===== src/rtl/acc_result_drain_if.sv =====
// Bundle of the accumulator capture handshake and the downstream valid/ready result bus.
interface acc_result_drain_if #(
  parameter int ACC_W = 21,
  parameter int OUT_W = 16
);
  logic [ACC_W-1:0] acc_data_i;
  logic             acc_done_i;
  logic             clear_acc_o;
  logic             stall_o;
  logic             out_valid_o;
  logic             out_ready_i;
  logic [OUT_W-1:0] out_data_o;
  logic             out_sat_o;

  modport master (
    input  acc_data_i, acc_done_i, out_ready_i,
    output clear_acc_o, stall_o, out_valid_o, out_data_o, out_sat_o
  );

  modport slave (
    output acc_data_i, acc_done_i, out_ready_i,
    input  clear_acc_o, stall_o, out_valid_o, out_data_o, out_sat_o
  );
endinterface


===== src/rtl/acc_result_drain.sv =====
// Scales/saturates completed accumulator sums into a DEPTH-entry FIFO; push->valid is one cycle, stall_o when full.
// DRAIN_ROUND_EN selects round-half-up scaling; the default build truncates.
module acc_result_drain #(
  parameter int ACC_W = 21,
  parameter int OUT_W = 16,
  parameter int SHIFT = 4,
  parameter int DEPTH = 4
) (
  input  logic               clk,
  input  logic               reset_n,
  acc_result_drain_if.master bus,
  output logic               ovf_o,
  output logic [7:0]         result_cnt_o
);

  localparam int PW = (DEPTH > 1) ? $clog2(DEPTH) : 1;
  localparam int XW = ACC_W + 1;
  localparam logic signed [XW-1:0] SAT_HI = XW'((1 << (OUT_W - 1)) - 1);
  localparam logic signed [XW-1:0] SAT_LO = ~SAT_HI;
  localparam logic [PW:0]          FULL_CNT = (PW + 1)'(DEPTH);
`ifdef DRAIN_ROUND_EN
  localparam logic signed [XW-1:0] RND = XW'(1 << (SHIFT - 1));
`else
  localparam logic signed [XW-1:0] RND = '0;
`endif

  typedef struct packed {
    logic             sat;
    logic [OUT_W-1:0] dat;
  } entry_t;

  entry_t                mem_q [DEPTH];
  logic [PW-1:0]         wr_ptr_q, wr_ptr_d;
  logic [PW-1:0]         rd_ptr_q, rd_ptr_d;
  logic [PW:0]           cnt_q, cnt_d;
  logic                  ovf_q, ovf_d;
  logic [7:0]            res_cnt_q, res_cnt_d;

  logic signed [XW-1:0]  sum_x;
  logic signed [XW-1:0]  scl_x;
  entry_t                entry_d;
  entry_t                head;
  logic                  full, empty, push, pop;

  always_comb begin
    sum_x       = $signed({bus.acc_data_i[ACC_W-1], bus.acc_data_i}) + RND;
    scl_x       = sum_x >>> SHIFT;
    entry_d.sat = 1'b0;
    entry_d.dat = scl_x[OUT_W-1:0];
    if (scl_x > SAT_HI) begin
      entry_d.sat = 1'b1;
      entry_d.dat = SAT_HI[OUT_W-1:0];
    end else if (scl_x < SAT_LO) begin
      entry_d.sat = 1'b1;
      entry_d.dat = SAT_LO[OUT_W-1:0];
    end
  end

  // Full blocks a push even when a pop frees a slot in the same cycle.
  assign full  = (cnt_q == FULL_CNT);
  assign empty = (cnt_q == '0);
  assign push  = bus.acc_done_i & ~full;
  assign pop   = ~empty & bus.out_ready_i;
  assign head  = mem_q[rd_ptr_q];

  assign bus.clear_acc_o = push;
  assign bus.stall_o     = full;
  assign bus.out_valid_o = ~empty;
  assign bus.out_data_o  = empty ? '0 : head.dat;
  assign bus.out_sat_o   = empty ? 1'b0 : head.sat;
  assign ovf_o           = ovf_q;
  assign result_cnt_o    = res_cnt_q;

  always_comb begin
    wr_ptr_d  = wr_ptr_q;
    rd_ptr_d  = rd_ptr_q;
    cnt_d     = cnt_q;
    ovf_d     = ovf_q;
    res_cnt_d = res_cnt_q;
    if (push) begin
      wr_ptr_d  = wr_ptr_q + PW'(1);
      res_cnt_d = res_cnt_q + 8'd1;
    end
    if (pop) begin
      rd_ptr_d = rd_ptr_q + PW'(1);
    end
    case ({push, pop})
      2'b10:   cnt_d = cnt_q + (PW + 1)'(1);
      2'b01:   cnt_d = cnt_q - (PW + 1)'(1);
      default: cnt_d = cnt_q;
    endcase
    if (bus.acc_done_i && full) begin
      ovf_d = 1'b1;
    end
  end

  always_ff @(posedge clk or negedge reset_n) begin
    if (!reset_n) begin
      wr_ptr_q  <= '0;
      rd_ptr_q  <= '0;
      cnt_q     <= '0;
      ovf_q     <= 1'b0;
      res_cnt_q <= '0;
    end else begin
      wr_ptr_q  <= wr_ptr_d;
      rd_ptr_q  <= rd_ptr_d;
      cnt_q     <= cnt_d;
      ovf_q     <= ovf_d;
      res_cnt_q <= res_cnt_d;
    end
  end

  // Storage needs no reset: reads are masked while the FIFO is empty.
  always_ff @(posedge clk) begin
    if (push) begin
      mem_q[wr_ptr_q] <= entry_d;
    end
  end

endmodule


===== src/flat_wrapper.sv =====
// flat-port wrapper written by rule: the top's interface ports become plain ports
module acc_result_drain_flat 
#(
  parameter int ACC_W = 21,
  parameter int OUT_W = 16,
  parameter int SHIFT = 4,
  parameter int DEPTH = 4
)
  (clk, reset_n, ovf_o, result_cnt_o, bus_acc_data_i, bus_acc_done_i, bus_out_ready_i, bus_clear_acc_o, bus_stall_o, bus_out_valid_o, bus_out_data_o, bus_out_sat_o);
  acc_result_drain_if #(.ACC_W(ACC_W), .OUT_W(OUT_W)) bus_i ();
  input  logic clk;
  input  logic reset_n;
  output logic ovf_o;
  output logic [7:0] result_cnt_o;
  input wire logic [$bits(bus_i.acc_data_i)-1:0] bus_acc_data_i;
  input wire logic [$bits(bus_i.acc_done_i)-1:0] bus_acc_done_i;
  input wire logic [$bits(bus_i.out_ready_i)-1:0] bus_out_ready_i;
  output wire logic [$bits(bus_i.clear_acc_o)-1:0] bus_clear_acc_o;
  output wire logic [$bits(bus_i.stall_o)-1:0] bus_stall_o;
  output wire logic [$bits(bus_i.out_valid_o)-1:0] bus_out_valid_o;
  output wire logic [$bits(bus_i.out_data_o)-1:0] bus_out_data_o;
  output wire logic [$bits(bus_i.out_sat_o)-1:0] bus_out_sat_o;
  assign bus_i.acc_data_i = bus_acc_data_i;
  assign bus_i.acc_done_i = bus_acc_done_i;
  assign bus_i.out_ready_i = bus_out_ready_i;
  assign bus_clear_acc_o = bus_i.clear_acc_o;
  assign bus_stall_o = bus_i.stall_o;
  assign bus_out_valid_o = bus_i.out_valid_o;
  assign bus_out_data_o = bus_i.out_data_o;
  assign bus_out_sat_o = bus_i.out_sat_o;
  acc_result_drain #(.ACC_W(ACC_W), .OUT_W(OUT_W), .SHIFT(SHIFT), .DEPTH(DEPTH)) u_core (.clk(clk), .reset_n(reset_n), .bus(bus_i), .ovf_o(ovf_o), .result_cnt_o(result_cnt_o));
endmodule

===== config.mk =====
export PLATFORM = sky130hd
export DESIGN_NAME = acc_result_drain_flat
export DESIGN_NICKNAME = d
export VERILOG_FILES = /design/src/rtl/acc_result_drain_if.sv /design/src/rtl/acc_result_drain.sv /design/src/flat_wrapper.sv
export SDC_FILE = /design/constraint.sdc
export NUM_CORES = 1
export LEC_CHECK = 0
export ABC_CLOCK_PERIOD_IN_PS = 3150
export CORE_MARGIN = 3
export CORE_UTILIZATION = 58
export DETAILED_ROUTE_END_ITERATION = 16
export PLACE_DENSITY_LB_ADDON = 0.15
export SLEW_MARGIN = 20
export SYNTH_ARGS = -nofsm -noshare
export SYNTH_HDL_FRONTEND = slang
export SYNTH_SLANG_ARGS = --single-unit

===== constraint.sdc =====
create_clock -name clk -period 3.15 [get_ports clk]
set_input_delay 0.7875 -clock clk [delete_from_list [all_inputs] [get_ports clk]]
set_output_delay 0.7875 -clock clk [all_outputs]
set_load 0.02 [all_outputs]

==> impl_metrics.py <==
metrics = {
    "final_layout": {
        "num-fill-cells": 365,
        "ff_latch_area_um2": 2440,
        "drive_gt1_share_pct": 14.9,
        "layout.nets": 315,
        "area_growth_pct": 23.5,
        "antenna_cells": 0,
        "final_area_um2": 4480,
        "multi_input_area_um2": 1090,
        "fin_util_pct": 74.8,
    },
    "worst_setup_path": {
        "cp_slowest_stage_delay_ns": 0.69,
        "path_cells": "or3_2 -> and2_1 -> clkdlybuf4s50_1",
        "endpoint": "bus_out_data_o[5]",
        "rr_worst_depth": 8,
        "crit_cells": 3,
        "worstPathArrival_ns": 2.23,
        "r2r_end": "u_core.cnt_q[2]",
        "cpLargestDelayFamily": "simple AND/OR/NAND/NOR gates",
        "r2r-start": "u_core.cnt_q[2]",
        "crit_buf_inv": 1,
        "r2r_slack_ns": 0.85,
        "setup.worst_path.class": "reg -> out",
        "cp-start-kind": "flop",
        "startpoint": "u_core.cnt_q[2]",
        "cp-end-kind": "primary output",
        "worstPathRequired_ns": 2.36,
        "crit_slowest_cell": "or3_2",
        "worst-path-max-fanout": 20,
    },
    "logic_synthesis": {
        "syn_inst": 225,
        "synthAdderAreaFrac_pct": 2.62,
        "syn_area_per_cell_um2": 16.1,
        "synth_top_family_by_area": "multiplexers",
        "synth_compound_area_share_pct": 2.28,
        "synth.mux.area_fraction_pct": 12.1,
        "ys_warn_count": 0,
        "synth_xor_area_share_pct": 3.38,
        "synth_fp_nets": 257,
        "synth.distinct_cells": 30,
        "synth_seq_cells": 84,
        "synthSimpleGateAreaFrac_pct": 9.79,
        "ys_seq_area_share_pct": 67.3,
        "syn-cell-area_um2": 3630,
    },
    "floorplan": {
        "dieArea_um2": 7240,
        "die_w_um": 85.1,
        "design.core.area_um2": 5990,
        "ios": 54,
        "start_util_pct": 60.6,
        "die_y_um": 85.1,
        "rows": 28,
    },
    "place": {
        "io_buffers": 49,
        "place_hpwl_mm": 4.08,
        "pre_cts_slack_ns": 0.179,
        "post_dp_cell_area_um2": 4210,
        "gp_congestion": 0.728,
    },
    "clock_tree": {
        "insertion_delay_ns": 0.34,
        "cts_setup_buffers": 0,
        "cts_sinks": 84,
        "cts.clk_slew.worst_paths_ns": 0.08,
        "cts_root_buf": "clkbuf_8",
        "clock_tree.buffer_depth": 2,
        "cts_max_level": 3,
        "cts_buffers": 9,
        "cts_tree": "done",
    },
    "min_path": {
        "hp-start": "u_core.ovf_o",
        "hold_path_class": "reg -> reg",
    },
    "timing": {
        "layout_setup_ws_ns": 0.136,
        "finalCritPeriodShare_pct": 95.7,
        "setup-violations-final": 0,
        "hold_viol_final": 0,
        "tightest_slew_ns": 0.700,
        "slew_violations": 0,
        "fmax_mhz": 332,
        "finClkSkew_ns": 0.00732,
        "finalCriticalPeriod_ns": 3.01,
        "rsz0062_at_grt": "no",
        "slew_headroom_pct": 53.2,
        "tns_ns": 0,
    },
    "grt": {
        "grt_pass1_wl_mm": 10.7,
        "grt_usage_pct": 19.7,
        "antenna_found_initial": 0,
        "grt_overflow": 0,
        "grt_max_degree": 32,
        "grt_pass1_vias": 2174,
    },
    "detailed_routing": {
        "drc": 0,
        "viasPerCell": 5.53,
        "wl_per_cell_um": 17.6,
        "final_antenna_net_count": 0,
        "num_vias": 2007,
        "drt_iter0_markers": 87,
        "drtPass1Iterations": 4,
        "wirelength_mm": 6.40,
    },
    "flow_run": {
        "drv_cap": 0,
    },
    "status": {
        "status": "complete, no violations",
    },
    "pwr": {
        "ir_drop_v": 0.000516,
        "power_leakage_nw": 1.64,
        "total_power_mw": 4.42,
        "pwr_density_cell_nw_per_um2": 986,
    },
}
[registers in the layout, summed over array words and instances, names as in the netlist]
signal	flops
u_core.mem_q	68
u_core.result_cnt_o	8
u_core.wr_ptr_q	2
u_core.rd_ptr_q	2
u_core.ovf_o	1
u_core.cnt_q	3
[cell usage after synthesis (all sizes together)]
cell type  count  area (um^2)
edfxtp        68         2040
and2          22          138
mux4          17          398
nand2         17         63.8
nor2          17         63.8
dfrtp         16          400
o21ai         15         75.1
xor2          10         87.6
buf            6         48.8
ha             6         75.1
inv            6         25.0
clkbuf         5         18.8
xnor2          4         35.0
mux2           2         30.0
nand3          2         10.0
nor3           2         10.0
nor3b          2         26.3
nor4b          2         17.5
a21o           1         7.51
fa             1         20.0
mux2i          1         10.0
nand2b         1         13.8
nand4          1         6.26
or3            1         6.26
[power breakdown]
group	switching, mW	internal, mW
combinational	0.892	0.922
sequential	0.129	1.50
clock	0.367	0.608
[cell families (layout without fill, tap and decap cells)]
logic type / Yosys count / after routing
flip-flops: 84 / 84
AND/OR/NAND/NOR: 67 / 67
multiplexers: 20 / 20
buffers and inverters: 17 / 80
AO/OA/AOI/OAI: 16 / 16
XOR/XNOR: 14 / 14
adder cells (fa/ha/maj): 7 / 7
[how the worst min path moves through the flow]
stage                      endpoint  slack [ns]  depth (start not counted)
global placement       u_core.ovf_o        0.44                          1
CTS                    u_core.ovf_o        0.46                          1
floorplan           u_core.cnt_q[2]        0.46                          1
global route           u_core.ovf_o        0.50                          1
detailed placement     u_core.ovf_o        0.45                          1
finish                 u_core.ovf_o        0.46                          1
[cell type report]
type                            count  area share [%]
Tap cell                           75            2.09
Sequential cell                    84            54.5
Timing Repair Buffer               58            12.5
Clock buffer                       10            2.85
Inverter                            6           0.558
Clock inverter                      6            3.04
Multi-Input combinational cell    124            24.4
[metrics by stage]
step                instances  hold WS (ns)
floorplan                 225         0.457
global placement          347         0.439
detailed placement        347         0.445
CTS                       363         0.464
global route              363         0.495
finish                    363         0.460
[per-layer routing]
| metal | vias up | share of wire (%) | track usage, % |
|---|---|---|---|
| li1 | 944 | - | - |
| met1 | 996 | 41 | 24.5 |
| met2 | 65 | 52 | 34.3 |
| met3 | 2 | 6.8 | 4.76 |
| met4 | 0 | 0.39 | 6.04 |
| met5 | - | 0 | 0 |
[placed cells by master, fill, tap and decap left out]
master           count
a21o_1               1
and2_1              22
buf_4                8
buf_6                1
bufinv_16            4
clkbuf_1             1
clkbuf_8             9
clkdlybuf4s50_1     49
clkinv_4             1
clkinvlp_4           1
dfrtp_1             16
edfxtp_1            68
fa_1                 1
ha_1                 6
inv_1                5
inv_4                1
mux2_4               2
mux2i_1              1
mux4_1               4
mux4_2              13
nand2_1             17
nand2b_4             1
nand3_1              2
nand4_1              1
nor2_1              17
nor3_1               2
nor3b_1              1
nor3b_4              1
nor4b_1              2
o21ai_0             15
or3_2                1
xnor2_1              4
xor2_1              10
[repair_timing]
item / 4_1_cts / 5_1_grt
gates resized for setup: 0 / 2
hold buffers: 0 / 0
setup endpoints to repair: 0 / 3
(Power assumes the default switching activity.)
